==> src/rtl/acc_drain.sv <==
// -----------------------------------------------------------------------------
// acc_drain
//
// Output drain for the systolic array. Takes one column of R signed
// accumulator results (WY bits each) in a single parallel handshake. Each
// result is arithmetic-shifted right by SHIFT and narrowed to WO bits. The
// results then leave one per beat on an AXI-Stream master, with TLAST on the
// last beat of the column. A one-deep pending buffer lets the next column be
// accepted while the current one drains.
//
// Build option:
//   ACC_DRAIN_SAT_EN  defined   : a narrowed word saturates to the signed WO range
//                     undefined : a narrowed word keeps its low WO bits (wrap),
//                                 and no saturation comparators are built
//
// Parameters:
//   R      results per column (beats per packet), R >= 2
//   WY     accumulator result width, signed
//   WO     output word width, signed, 2 <= WO <= WY
//   SHIFT  arithmetic right shift applied before narrowing, 0 <= SHIFT < WY
//
// Ports:
//   clk            clock
//   rstn           synchronous active-low reset
//   s_valid        column valid
//   s_ready        column accepted when s_valid && s_ready (depends only on
//                  reset and pending-buffer occupancy)
//   s_data         column; result i at [i*WY +: WY]
//   m_axis_tvalid  output beat valid
//   m_axis_tready  downstream ready
//   m_axis_tdata   narrowed result
//   m_axis_tlast   high on beat R-1 of each column
//   busy           active or pending buffer occupied, or a beat is on the bus
// -----------------------------------------------------------------------------
module acc_drain #(
    parameter int R     = 8,
    parameter int WY    = 16,
    parameter int WO    = 8,
    parameter int SHIFT = 0
) (
    input  logic              clk,
    input  logic              rstn,
    input  logic              s_valid,
    output logic              s_ready,
    input  logic [R*WY-1:0]   s_data,
    output logic              m_axis_tvalid,
    input  logic              m_axis_tready,
    output logic [WO-1:0]     m_axis_tdata,
    output logic              m_axis_tlast,
    output logic              busy
);

    localparam int             IW       = $clog2(R);
    localparam logic [IW-1:0]  LAST_IDX = IW'(R - 1);

    typedef enum logic {
        IDLE,   // active buffer empty
        DRAIN   // active buffer holds a column being emitted
    } state_t;

    // Source of the next active-buffer contents.
    typedef enum logic [1:0] {
        ACT_HOLD,
        ACT_FROM_IN,
        ACT_FROM_PEND
    } act_sel_t;

    // -------------------------------------------------------------------------
    // Narrowing: sign-preserving floor shift, then saturate or wrap to WO bits.
    // -------------------------------------------------------------------------
`ifdef ACC_DRAIN_SAT_EN
    // Signed WO range limits expressed at WY width for the comparison.
    localparam logic signed [WY-1:0] SAT_MAX = {{(WY-WO+1){1'b0}}, {(WO-1){1'b1}}};
    localparam logic signed [WY-1:0] SAT_MIN = {{(WY-WO+1){1'b1}}, {(WO-1){1'b0}}};
`endif

    function automatic logic [WO-1:0] narrow(input logic [WY-1:0] v);
        logic signed [WY-1:0] t;
        t = $signed(v) >>> SHIFT;
`ifdef ACC_DRAIN_SAT_EN
        if (t > SAT_MAX) begin
            return SAT_MAX[WO-1:0];
        end else if (t < SAT_MIN) begin
            return SAT_MIN[WO-1:0];
        end else begin
            return t[WO-1:0];
        end
`else
        return t[WO-1:0];
`endif
    endfunction

    // -------------------------------------------------------------------------
    // State
    // -------------------------------------------------------------------------
    state_t             state_q, state_d;
    logic [IW-1:0]      idx_q, idx_d;
    logic               pend_full_q, pend_full_d;
    logic [R*WY-1:0]    act_q;
    logic [R*WY-1:0]    pend_q;

    // Control decided combinationally each cycle.
    act_sel_t           act_sel;
    logic               pend_load;
    logic               out_load;
    logic               out_clear;
    logic               accept;
    logic [WY-1:0]      cur_word;

    assign s_ready  = rstn && !pend_full_q;
    assign accept   = s_valid && s_ready;
    assign cur_word = act_q[idx_q*WY +: WY];
    assign busy     = (state_q == DRAIN) || pend_full_q || m_axis_tvalid;

    // -------------------------------------------------------------------------
    // Next-state and control
    // -------------------------------------------------------------------------
    always_comb begin
        // NOTE: every signal written here gets a default first, so no path
        // leaves one unassigned and no latch is inferred.
        state_d     = state_q;
        idx_d       = idx_q;
        pend_full_d = pend_full_q;
        act_sel     = ACT_HOLD;
        pend_load   = 1'b0;
        out_load    = 1'b0;
        out_clear   = 1'b0;

        unique case (state_q)
            IDLE: begin
                // The pending buffer is always empty here: a retire with a
                // pending column stays in DRAIN.
                if (accept) begin
                    act_sel = ACT_FROM_IN;
                    idx_d   = '0;
                    state_d = DRAIN;
                end
            end

            DRAIN: begin
                // The output register refills whenever it is empty or its
                // current beat is consumed this cycle.
                out_load = !m_axis_tvalid || m_axis_tready;

                if (out_load && (idx_q == LAST_IDX)) begin
                    // Last word of the column leaves the active buffer.
                    idx_d = '0;
                    if (pend_full_q) begin
                        // s_ready is low this cycle, so nothing can be accepted.
                        act_sel     = ACT_FROM_PEND;
                        pend_full_d = 1'b0;
                    end else if (accept) begin
                        act_sel = ACT_FROM_IN;
                    end else begin
                        state_d = IDLE;
                    end
                end else begin
                    if (out_load) begin
                        idx_d = idx_q + 1'b1;
                    end
                    // accept implies the pending buffer is empty.
                    if (accept) begin
                        pend_load   = 1'b1;
                        pend_full_d = 1'b1;
                    end
                end
            end

            default: begin
                state_d = IDLE;
            end
        endcase

        // A consumed beat with nothing to replace it drops tvalid.
        out_clear = m_axis_tvalid && m_axis_tready && !out_load;
    end

    // -------------------------------------------------------------------------
    // Control registers
    // -------------------------------------------------------------------------
    // NOTE: sequential state is written with non-blocking assignments so every
    // register samples values from before the edge, regardless of block order.
    always_ff @(posedge clk) begin
        if (!rstn) begin
            state_q     <= IDLE;
            idx_q       <= '0;
            pend_full_q <= 1'b0;
        end else begin
            state_q     <= state_d;
            idx_q       <= idx_d;
            pend_full_q <= pend_full_d;
        end
    end

    // -------------------------------------------------------------------------
    // Column buffers
    // -------------------------------------------------------------------------
    // NOTE: the buffer storage has no reset; the state and pend_full flag that
    // qualify it are reset, so stale contents are never emitted.
    always_ff @(posedge clk) begin
        unique case (act_sel)
            ACT_FROM_IN:   act_q <= s_data;
            ACT_FROM_PEND: act_q <= pend_q;
            default:       act_q <= act_q;
        endcase
        if (pend_load) begin
            pend_q <= s_data;
        end
    end

    // -------------------------------------------------------------------------
    // Output register. Holds tvalid/tdata/tlast stable while stalled; a load
    // only happens when the register is empty or being consumed.
    // -------------------------------------------------------------------------
    always_ff @(posedge clk) begin
        if (!rstn) begin
            m_axis_tvalid <= 1'b0;
            m_axis_tdata  <= '0;
            m_axis_tlast  <= 1'b0;
        end else if (out_load) begin
            m_axis_tvalid <= 1'b1;
            m_axis_tdata  <= narrow(cur_word);
            m_axis_tlast  <= (idx_q == LAST_IDX);
        end else if (out_clear) begin
            m_axis_tvalid <= 1'b0;
        end
    end

endmodule

==> config.mk <==
export PLATFORM = sky130hd
export DESIGN_NAME = acc_drain
export DESIGN_NICKNAME = d
export VERILOG_FILES = /design/src/rtl/acc_drain.sv
export SDC_FILE = /design/constraint.sdc
export NUM_CORES = 1
export LEC_CHECK = 0
export ABC_AREA = 1
export BUFFER_PORTS_ARGS = -buffer_cell sky130_fd_sc_hd__buf_4
export CAP_MARGIN = 20
export CORE_AREA = 2 2 116 118
export DETAILED_ROUTE_END_ITERATION = 16
export DIE_AREA = 0 0 118 120
export PLACE_DENSITY = 0.77
export SLEW_MARGIN = 20
export SYNTH_ARGS = -nofsm -noshare
export SYNTH_HDL_FRONTEND = slang
export SYNTH_SLANG_ARGS = --single-unit
==> constraint.sdc <==
create_clock -name clk -period 4.3 [get_ports clk]
set_input_delay 0.645 -clock clk [delete_from_list [all_inputs] [get_ports clk]]
set_output_delay 0.645 -clock clk [all_outputs]
set_load 0.02 [all_outputs]
==> flow_metrics.env <==
export IMPL_drive_gt1_frac=0.326
export IMPL_slowest_delay_ns=0.67
export IMPL_grt_max_degree=66
export IMPL_ys_seq_elements=143
export IMPL_first_iter_violations=247
export IMPL_fp_dieW_um=118
export IMPL_antenna_found_initial=0
export IMPL_dr_pass1_iters=4
export IMPL_clock_fmax_mhz=336
export IMPL_arrival_ns=3.14
export IMPL_seqPwrFrac=0.477
export IMPL_cts_htree_levels=4
export IMPL_switching_power_w=0.000687
export IMPL_design_core_area_um2=13000
export IMPL_avgSynthCellArea_um2=13.0
export IMPL_ctsResizeCount=0
export IMPL_reg2reg_from="idx_q[0]$_SDFFE_PN0P_"
export IMPL_clkLatencyLatePin_ns=0.43
export IMPL_setup_slack_ns=1.32
export IMPL_end_kind="flip-flop"
export IMPL_gp_congestion=0.844
export IMPL_port_buffers=79
export IMPL_cts_tree="built"
export IMPL_required_ns=4.46
export IMPL_drcViolationCount=0
export IMPL_clock_path_buffers=2
export IMPL_min_from="s_data[36]"
export IMPL_yosysSeqAreaShare=0.687
export IMPL_layout_min_cycle_time_ns=2.98
export IMPL_fin_nets=681
export IMPL_slew_headroom=0.415
export IMPL_grt_pass1_wl_um=18500
export IMPL_clock_sinks=143
export IMPL_n_antenna_cell=0
export IMPL_hold_viol_final=0
export IMPL_finalClockSkew_ns=0.0136
export IMPL_layout_worst_path_cycle_share=0.693
export IMPL_worstHoldEndpoint="pend_q[36]$_DFFE_PP_"
export IMPL_post_drt_wl_per_cell_um=15.2
export IMPL_tns_ns=0
export IMPL_finalSetupViolCount=0
export IMPL_die_area_um2=14200
export IMPL_io_pins=144
export IMPL_grt_pass1_vias=3710
export IMPL_numCtsBuffers=17
export IMPL_cpMostUsedCell="ha_1"
export IMPL_powerDensity_nw_per_um2=451
export IMPL_synth_distinct_cells=21
export IMPL_num_vias=3584
export IMPL_netlist_instances=464
export IMPL_syn_area_um2=6030
export IMPL_overflow=0
export IMPL_crit_family="adder cells"
export IMPL_drv_cap=0
export IMPL_rsz0062_at_grt="false"
export IMPL_dp_hpwl_um=7330
export IMPL_comb_power_share=0.070
export IMPL_hold_buffers=0
export IMPL_clkTransAtPathRegs_ns=0.06
export IMPL_rr_worst_depth=8
export IMPL_postCtsSetupRepairBufs=0
export IMPL_crit_buf_inv=3
export IMPL_finalMaxSlewViolations=0
export IMPL_hold_path_class="in -> reg"
export IMPL_status="finished, final reports clean"
export IMPL_crit_cells=8
export IMPL_vias_per_cell=4.88
export IMPL_start_util=0.464
export IMPL_die_h_um=120
export IMPL_worstSetupPathType="reg -> reg"
export IMPL_worstHoldPathCells=1
export IMPL_syn_nets=599
export IMPL_ant_nets=0
export IMPL_slowest_stage="ha_2"
export IMPL_ys_warn_count=0
export IMPL_intPower_w=0.00264
export IMPL_start_kind="flip-flop"
export IMPL_max_slew_worst_pin_slew_ns=0.877
export IMPL_p_sw_frac=0.207
export IMPL_cp_cell_sequence="buf_4, ha_1, ha_1, inv_1, nor3_1, ha_2, buf_12, mux2_2"
export IMPL_wl_um=11200
export IMPL_rows=42
export IMPL_r2r_end="act_q[112]$_DFFE_PP_"
export IMPL_clockRootBuffer="clkbuf_16"
export IMPL_p_leak_nw=2.89
export IMPL_path_max_fanout=38
export IMPL_ir_drop_uv=248
export IMPL_track_usage=0.172
export IMPL_synthToLayoutAreaGrowth_pct=22.1
export IMPL_reg2reg_slack_ns=1.32
export IMPL_pwr_share_clk=0.453
export IMPL_pre_cts_ws_ns=1.30
## worst max path at each step
stage,endpoint,slack [ns],start
3_3_place_gp,act_q[115]$_DFFE_PP_,1.38,m_axis_tready
5_1_grt,act_q[115]$_DFFE_PP_,1.11,idx_q[0]$_SDFFE_PN0P_
3_5_place_dp,act_q[115]$_DFFE_PP_,1.30,m_axis_tready
6_report,act_q[112]$_DFFE_PP_,1.32,idx_q[0]$_SDFFE_PN0P_
4_1_cts,act_q[115]$_DFFE_PP_,1.31,idx_q[0]$_SDFFE_PN0P_
2_1_floorplan,pend_q[0]$_DFFE_PP_,0.05,rstn
## power by group through the flow
stage          clock (W)  sequential, W  combinational [W]
2_1_floorplan          0        0.00162           0.000126
3_3_place_gp           0        0.00161           0.000229
3_5_place_dp           0        0.00161           0.000234
4_1_cts          0.00153        0.00159           0.000236
5_1_grt          0.00159        0.00159           0.000260
6_report         0.00150        0.00159           0.000233
## placed cells by master (no fill, tap or decap)
master / count
edfxtp_1: 128
nand2_1: 100
buf_4: 82
mux2_2: 64
inv_1: 56
nand3_1: 48
clkbuf_16: 17
dfxtp_1: 15
a21oi_1: 12
nor2_1: 5
bufinv_16: 4
o21ai_0: 3
clkinv_2: 3
clkbuf_1: 3
clkinv_1: 3
inv_2: 2
inv_6: 2
ha_1: 2
buf_12: 2
nor3_1: 1
nor2_2: 1
nor2_4: 1
a21oi_2: 1
a31oi_1: 1
ha_2: 1
clkinvlp_4: 1
clkinv_4: 1
## registers in the layout, summed over array words and instances, names as in the netlist
register       flops
act_q             64
idx_q              3
m_axis_tdata       8
m_axis_tlast       1
m_axis_tvalid      1
pend_full_q        1
pend_q            64
state_q            1
## cell type report
type                    count  area [um^2]
fillers                  1075         5620
flip-flops and latches    143         4140
multi-input cells         240         1510
repair buffers             84          656
clock buffers              20          437
inverters                  60          231
well taps                 176          220
clock inverters            12          166
## synth_stat cells
| master | count | share of area |
|---|---|---|
| edfxtp_1 | 128 | 0.64 |
| nand2_1 | 100 | 0.062 |
| mux2_2 | 64 | 0.12 |
| inv_1 | 57 | 0.035 |
| nand3_1 | 48 | 0.040 |
| dfxtp_1 | 15 | 0.050 |
| a21oi_1 | 12 | 0.010 |
| buf_4 | 8 | 0.010 |
| buf_2 | 7 | 0.0058 |
| nor2_1 | 6 | 0.0037 |
| buf_6 | 5 | 0.0093 |
| ha_1 | 3 | 0.0062 |
| o21ai_0 | 3 | 0.0025 |
| a21oi_2 | 1 | 0.0015 |
| a31oi_1 | 1 | 0.0010 |
| clkbuf_1 | 1 | 0.00062 |
| clkinv_2 | 1 | 0.00083 |
| inv_2 | 1 | 0.00062 |
| inv_6 | 1 | 0.0015 |
| nor2_2 | 1 | 0.0010 |
| nor3_1 | 1 | 0.00083 |
## logic make-up after synthesis
logic type | share of synthesized area
AOI/OAI and AO/OA | 0.0149
adders and majority gates | 0.00623
buffers and inverters | 0.0641
DFF | 0.687
muxes | 0.120
and+or+nand+nor | 0.108
## through the flow
stage          utilization  area [um^2]  hold slack (ns)  total power [W]  instances
3_3_place_gp         0.521         6760            0.457          0.00184        703
3_5_place_dp         0.521         6760            0.466          0.00185        703
5_1_grt              0.567         7360            0.384          0.00344        735
2_1_floorplan            -         6030            0.485          0.00175        464
6_report             0.567         7360            0.400          0.00332        735
4_1_cts              0.567         7360            0.384          0.00335        735
## worst reg2reg max path, cell delays in order, from the launching register on
cell and delay [ns]:
dfxtp_1 0.31, buf_4 0.36, ha_1 0.23, ha_1 0.19, inv_1 0.07, nor3_1 0.18, ha_2 0.67, buf_12 0.32
mux2_2 0.39
## layer usage
metal	part of all wire	GRT usage
met3	0.064	0.0499
met5	0	0
met4	0.021	0.0761
met1	0.46	0.233
met2	0.46	0.261
Power figures use the tool's default switching activity.
